==> config.mk <==
export PLATFORM = sky130hd
export DESIGN_NAME = hamming_decoder
export DESIGN_NICKNAME = d
export VERILOG_FILES = /design/src/rtl/hamming_decoder.sv
export SDC_FILE = /design/constraint.sdc
export NUM_CORES = 1
export LEC_CHECK = 0
export ABC_AREA = 1
export CORE_ASPECT_RATIO = 1.4
export CORE_MARGIN = 8
export CORE_UTILIZATION = 30
export CTS_CLUSTER_SIZE = 24
export DETAILED_ROUTE_END_ITERATION = 10
export GPL_TIMING_DRIVEN = 0
export PLACE_DENSITY = 0.58
export SLEW_MARGIN = 0
export SYNTH_ARGS = -nofsm -noshare
export SYNTH_HDL_FRONTEND = slang
export SYNTH_SLANG_ARGS = --single-unit
==> constraint.sdc <==
create_clock -name clk_fast -period 1.55 [get_ports clk_fast]
set_input_delay 0.31 -clock clk_fast [delete_from_list [all_inputs] [get_ports clk_fast]]
set_output_delay 0.31 -clock clk_fast [all_outputs]
set_load 0.01 [all_outputs]
==> src/rtl/hamming_decoder.sv <==
// -----------------------------------------------------------------------------
// hamming_decoder
//   Serial Hamming(7,4) single-error-correcting decoder. Codewords arrive one
//   bit per clk_fast cycle, position 1 first and position 7 last, back to back
//   with free-running framing. Each codeword is decoded when its last bit
//   arrives. The corrected data nibble appears on po1 and is re-serialised
//   LSB-first on serial_out.
//
//   Optional feature macro: HAMMING_ERR_STATUS_EN
//     When defined, adds err_flag and syndrome status outputs.
//
// Ports
//   clk_fast      in   1  sole clock, rising edge
//   rst           in   1  synchronous, active-high reset
//   serial_in     in   1  codeword bit stream
//   serial_out    out  1  decoded data bits, LSB first (0 when idle)
//   serial_valid  out  1  high while serial_out carries a data bit
//   po1           out  4  last decoded nibble {d4,d3,d2,d1}
//   po_valid      out  1  one-cycle pulse after po1 updates
//   err_flag      out  1  (HAMMING_ERR_STATUS_EN) syndrome was nonzero
//   syndrome      out  3  (HAMMING_ERR_STATUS_EN) {s4,s2,s1} of last frame
// -----------------------------------------------------------------------------
module hamming_decoder (
   input  logic       clk_fast,
   input  logic       rst,
   input  logic       serial_in,
   output logic       serial_out,
   output logic       serial_valid,
   output logic [3:0] po1,
   output logic       po_valid
`ifdef HAMMING_ERR_STATUS_EN
   ,
   output logic       err_flag,
   output logic [2:0] syndrome
`endif
);

   // Even-parity syndrome {s4,s2,s1} of a codeword indexed by position.
   function automatic logic [2:0] calc_syndrome(input logic [7:1] cw);
      logic s1, s2, s4;
      s1 = cw[1] ^ cw[3] ^ cw[5] ^ cw[7];
      s2 = cw[2] ^ cw[3] ^ cw[6] ^ cw[7];
      s4 = cw[4] ^ cw[5] ^ cw[6] ^ cw[7];
      return {s4, s2, s1};
   endfunction

   // Flip the position named by the syndrome; syndrome 0 leaves it untouched.
   function automatic logic [7:1] correct(input logic [7:1] cw,
                                          input logic [2:0] syn);
      logic [7:1] fixed;
      for (int k = 1; k <= 7; k++)
         fixed[k] = cw[k] ^ (syn == 3'(k));
      return fixed;
   endfunction

   logic [2:0] bit_cnt;
   logic [5:0] rx_bits_p0;
   logic       last_bit_p0;
   logic [7:1] cw_p0;
   logic [2:0] syn_p0;
   logic [7:1] cor_p0;
   logic [3:0] nib_p0;
   logic [3:0] ser_sr_p1;
   logic [2:0] ser_cnt_p1;

   // ---- stage p0: framing and capture of positions 1..6 ----
   // rx_bits_p0 shifts right with new bits entering at the MSB, so after six
   // shifts bit 0 holds position 1 and bit 5 holds position 6. It also shifts
   // on the position-7 edge; the next frame overwrites all six bits anyway.
   always_ff @(posedge clk_fast) begin
      if (rst) begin
         bit_cnt    <= 3'd0;
         rx_bits_p0 <= 6'd0;
      end else begin
         bit_cnt    <= (bit_cnt == 3'd6) ? 3'd0 : bit_cnt + 3'd1;
         rx_bits_p0 <= {serial_in, rx_bits_p0[5:1]};
      end
   end

   assign last_bit_p0 = (bit_cnt == 3'd6);

   // Decode on the six stored bits plus the live position-7 bit.
   assign cw_p0  = {serial_in, rx_bits_p0};
   assign syn_p0 = calc_syndrome(cw_p0);
   assign cor_p0 = correct(cw_p0, syn_p0);
   assign nib_p0 = {cor_p0[7], cor_p0[6], cor_p0[5], cor_p0[3]};

   // ---- stage p1: parallel result and serialiser ----
   always_ff @(posedge clk_fast) begin
      if (rst) begin
         po1        <= 4'd0;
         po_valid   <= 1'b0;
         ser_sr_p1  <= 4'd0;
         ser_cnt_p1 <= 3'd0;
      end else if (last_bit_p0) begin
         po1        <= nib_p0;
         po_valid   <= 1'b1;
         ser_sr_p1  <= nib_p0;
         ser_cnt_p1 <= 3'd4;
      end else begin
         po_valid <= 1'b0;
         if (ser_cnt_p1 != 3'd0) begin
            ser_sr_p1  <= {1'b0, ser_sr_p1[3:1]};
            ser_cnt_p1 <= ser_cnt_p1 - 3'd1;
         end
      end
   end

   assign serial_valid = (ser_cnt_p1 != 3'd0);
   assign serial_out   = serial_valid & ser_sr_p1[0];

`ifdef HAMMING_ERR_STATUS_EN
   always_ff @(posedge clk_fast) begin
      if (rst) begin
         err_flag <= 1'b0;
         syndrome <= 3'd0;
      end else if (last_bit_p0) begin
         err_flag <= (syn_p0 != 3'd0);
         syndrome <= syn_p0;
      end
   end
`endif

endmodule

* Word-level counts from Yosys, hierarchy flattened *
Cells that the tools add are included.
Widths: inputs -> output; s select.

storage, ports and cells
  register bits = 21
  input bits = 3
  output and inout port bits = 7
  word-level logic and storage cells = 36

cells by class
  reductions and logical operators = 3
  multiplexer cells = 5
  $add $sub $neg = 2
  equal/unequal tests = 5
  bitwise gates (word level) = 14

operator list
  operator             number
  $xor 1x1->1          13
  $eq 3x3->1 const B   4
  $mux 4               2
  $mux 3               2
  $add 3x1->3 const B  1
  $eq 3x2->1 const B   1
  $reduce_bool 3->1    1
  $sub 3x1->3 const B  1
  $reduce_bool 2->1    1
  $reduce_or 2->1      1
  $and 1x1->1          1
  $mux 1               1

* Longest topological paths before layout *
  word-level depth = 6
  depth in mapped cells = 10
  depth with buffers taken out = 10

* Least setup slack after synthesis *
No wires, ideal clock.

  kind = register to register
  start = register ser_cnt_p1[0]
  end = register ser_sr_p1[0]
  arrival time = 1296 ps
  path buffers = 0
  setup time = 122 ps
  clock period less this slack = 1418 ps
  slack = 132 ps
  required time = 1428 ps
  stages on the path, launching flop included = 9
  cell sequence = dfxtp_1 -> inv_1 -> ha_1 -> ha_1 -> inv_1 -> nor2_1 -> inv_1 -> o21ai_0 -> a21oi_2

on the way
  cells in the longest elaborated chain, start to end = 2

ends and longest elaborated chain
  element                             line  text
  start, declared                     64    logic [2:0] ser_cnt_p1;
  start signal, assigned              104   ser_cnt_p1 <= ser_cnt_p1 - 3'd1;
  $reduce_bool 3->1                   --
  named net serial_valid              28    output logic serial_valid,
  $reduce_bool 2->1 (no source line)  --
  end signal, assigned                98    ser_sr_p1 <= nib_p0;
  end signal, assigned                103   ser_sr_p1 <= {1'b0, ser_sr_p1[3:1]};
  end, declared                       63    logic [3:0] ser_sr_p1;

The timed path passes the listed nets, and every way through them passes these cells.
A chain may end at the register's enable or synchronous reset.

* Worst setup path after layout *
  start = register ser_cnt_p1[0]
  end = output port serial_out

on the way
  cells in the longest elaborated chain, start to end = 2

ends and longest elaborated chain
  element            line  text
  $reduce_bool 3->1  109   assign serial_valid = (ser_cnt_p1 != 3'd0);
  $and 1x1->1        110   assign serial_out = serial_valid & ser_sr_p1[0];
  end, declared      27    output logic serial_out,

No other way between the ends.

==> results.md <==
* Status: finished, final reports clean
* Worst Hold End: rx_bits_p0[5]$_SDFF_PP0_
* Vias/cell at ~4.6
* CP startpoint kind: flip-flop
* Minimum clock period at approximately 1.5 ns
* Delay-heaviest family, CP: adder cells
* Layout cells sized above 1 at 27.9%
* Worst Tran Pin Value at a little under 0.6 ns
* GR Util All Layers at under 10%
* Yosys Warn Count at 0
* Sw Share at between 30 and 40%
* Multi-input logic area at 591 µm²
* Crit path cell chain: inv_2 -> ha_4 -> ha_4 -> nor2_2 -> buf_2
* Share of power burned in registers at between 30% and 40%
* Global-route wire length before repair at slightly below 4 mm
* Fillers at around 350
* Clk network pwr share at about a fifth
* Worst r2r dst: ser_sr_p1[1]$_SDFFE_PP0P_
* Post-synth cell types at 22
* Cell area after synthesis at around 1100 µm²
* DRT antenna net count at 0
* Power Density at approximately 1300 nW/µm²
* Commonest non-fill, non-tap cells in the layout: nand2_1 (39), dfxtp_1 (19), nor2_1 (17)
* Die ar. at about 5700 µm²
* Worst Reg-to-Reg Cells at 7
* Hold_ws at approximately 0.43 ns
* Worst setup EP type: primary output
* Initial Utilization at around a third
* Total of max-cap violations at 0
* Worst path bufs/invs at 2
* FMAX at between 0.6 and 0.7 GHz
* Hold Vio Cnt, Final at 0
* Critical path type: reg -> out
* Fin Setup TNS at 0 ns
* Syn avg cell area at a little over 7 µm²
* Yosys reg bits at 21
* Internal power at around 1100 µW
* Clock latency on the worst-skew pair at between 0.2 and 0.3 ns
* Hold crit path type: in -> reg
* Drt total wl at between 2 and 2.5 mm
* R2R Path Start: ser_cnt_p1[0]$_SDFFE_PP0P_
* Drt drc at 0
* Register area at about 420 µm²
* Switching pwr at between 500 and 600 µW
* Worst-path clk slew at 0.08 ns
* Hold_sp: serial_in
* CTS tree: built
* Synth top area share at 39.4%
* DRC marker count from the first detailed-route iteration at 37
* Area added between synthesis and finish at 23.7%
* Top post-synthesis cells by area: dfxtp_1 (39%), nand2_1 (14%), inv_1 (6.7%)
* Normalized max-slew margin at between 60% and 70%
* Seq/Total Area, Yosys at ~39%
* P_leak at ~0.00063 µW
* Most frequent CP cell: ha_4
* Congestion Overflow GR at 0
* Nets@finish at around 170
* I/O Buffers at 9
* Max incr delay on CP at roughly 0.34 ns
* CTS Sinks at 21
* Pre-antenna DRT Iters at 4
* Commonest non-fill, non-tap cell in the layout: nand2_1
* Final period util at between 90% and 100%
* GP Congestion at 0.834
* DIE HEIGHT at roughly 87 µm
* Hold Path Stages at 3
* Peak VDD IR at roughly 0.00070 V
* RSZ-0062 raised after global routing: true
* Worst endpoint required time at about 1.2 ns
* Vias in the first global route at just under 1k
* CTS H-tree depth at 1
* Num CTS Buffers at 3
* CTS hold repair buffers at 0
* Dpl hpwl at ~1.7 mm
* DR WL/cell at approximately 11 µm
* Largest net degree at the start of global routing at 12
* CP arrival at approximately 1.2 ns
* Crit Path Max Fanout at 4
* ANT cells at 0
* CORE AREA at between 3000 and 4000 µm²
* Row count at 25
* Logic pwr share at between 40% and 50%
* Die W at about 66 µm
* Via count at about 940
* Slew Viols, Final at 0
* Reg2Reg Setup Slack at ~0.12 ns
* IO Count at 10
* Initial antenna violation count at 0
* Slowest stage cell on the critical path: dfxtp_2
* Yosys top cell by area: dfxtp_1
* Cells after Synth at 148
* Worst Skew at 0.00612 ns
* Root buf cell: clkbuf_8
* Post-Syn Nets at between 150 and 200
* CTS Buffer Depth at 2
* Final setup viols at 0
==> logic make-up after synthesis <==
group | count (synthesis) | share of synthesized area [%]
simple gates | 79 | 33.3
buf+inv | 25 | 8.79
flops | 21 | 39.4
compound gates | 15 | 10.2
fa+ha+maj | 5 | 5.86
xor+xnor | 3 | 2.46
==> flip-flops by register name (all words and copies together) (netlist names) <==
signal / cells
rx_bits_p0: 6
bit_cnt: 3
po1: 4
po_valid: 1
ser_sr_p1: 4
ser_cnt_p1: 3
==> worst max path at each step <==
stage,from,endpoint,depth (start not counted)
global route,ser_cnt_p1[1]$_SDFFE_PP0P_,serial_out,5
global placement,ser_cnt_p1[0]$_SDFFE_PP0P_,serial_valid,5
floorplan,ser_cnt_p1[0]$_SDFFE_PP0P_,ser_sr_p1[0]$_SDFFE_PP0P_,8
detailed placement,ser_cnt_p1[0]$_SDFFE_PP0P_,serial_valid,5
finish,ser_cnt_p1[0]$_SDFFE_PP0P_,serial_out,5
CTS,serial_in,ser_sr_p1[1]$_SDFFE_PP0P_,11
==> synth_stat cells <==
cell / n
inv_1: 19
nor2_2: 1
nand2_1: 40
o21ai_2: 4
ha_1: 5
a21oi_1: 1
inv_2: 5
or2_2: 1
a21oi_2: 3
nor2_1: 19
nand2_2: 9
xor2_1: 1
dfxtp_1: 21
o211ai_1: 2
o21ai_0: 4
nand3_1: 3
o21a_1: 1
nand3_2: 2
xnor2_1: 2
buf_1: 1
nand2_4: 1
nand4_1: 3
==> power groups by stage <==
| stage | Combinational, µW | Sequential, µW | Clock, µW |
|---|---|---|---|
| floorplan | 347 | 646 | 0 |
| global placement | 460 | 651 | 0 |
| detailed placement | 490 | 655 | 0 |
| CTS | 602 | 649 | 361 |
| global route | 750 | 663 | 385 |
| finish | 672 | 653 | 352 |
==> repair_timing <==
item	in CTS	in global routing
pin swaps	1	1
setup buffers	2	2
gates resized for setup	19	7
hold endpoints to repair	0	0
endpoints found under the setup margin	11	15
==> routing by layer <==
| layer | track usage (%) | routed length, µm | up-vias |
|---|---|---|---|
| li1 | - | - | 486 |
| met1 | 7.70 | 913 | 434 |
| met2 | 16.5 | 1230 | 11 |
| met3 | 2.06 | 67 | 4 |
| met4 | 3.12 | 31 | 0 |
| met5 | 0 | 0 | - |
==> worst reg2reg max path, delay by kind of cell, from the launching register on <==
| family | cells | cell delay, ns |
|---|---|---|
| AO/OA/AOI/OAI | 1 | 0.10 |
| flip-flops | 1 | 0.34 |
| AND/OR/NAND/NOR | 2 | 0.33 |
| buffers and inverters | 2 | 0.20 |
| adder cells (fa/ha/maj) | 2 | 0.35 |
==> stage by stage <==
step           setup WS (ns)  cell area (µm²)  total power (µW)  cells  util [%]
2_1_floorplan          0.132             1070               994    148         -
3_3_place_gp          -0.370             1210              1110    197      35.7
3_5_place_dp          -0.415             1210              1150    197      35.7
4_1_cts               0.0107             1290              1610    203      38.2
5_1_grt              -0.0169             1320              1800    205      39.1
6_report              0.0331             1320              1680    205      39.1
==> final cells by class <==
cell class,instances,share of cell area (%)
clock buffers,4,3.41
plain buffers,1,0.284
multi-input cells,102,44.7
inverters,24,7.01
flip-flops and latches,21,32.0
well taps,40,3.79
repair buffers,13,8.72
(Power assumes the default switching activity.)
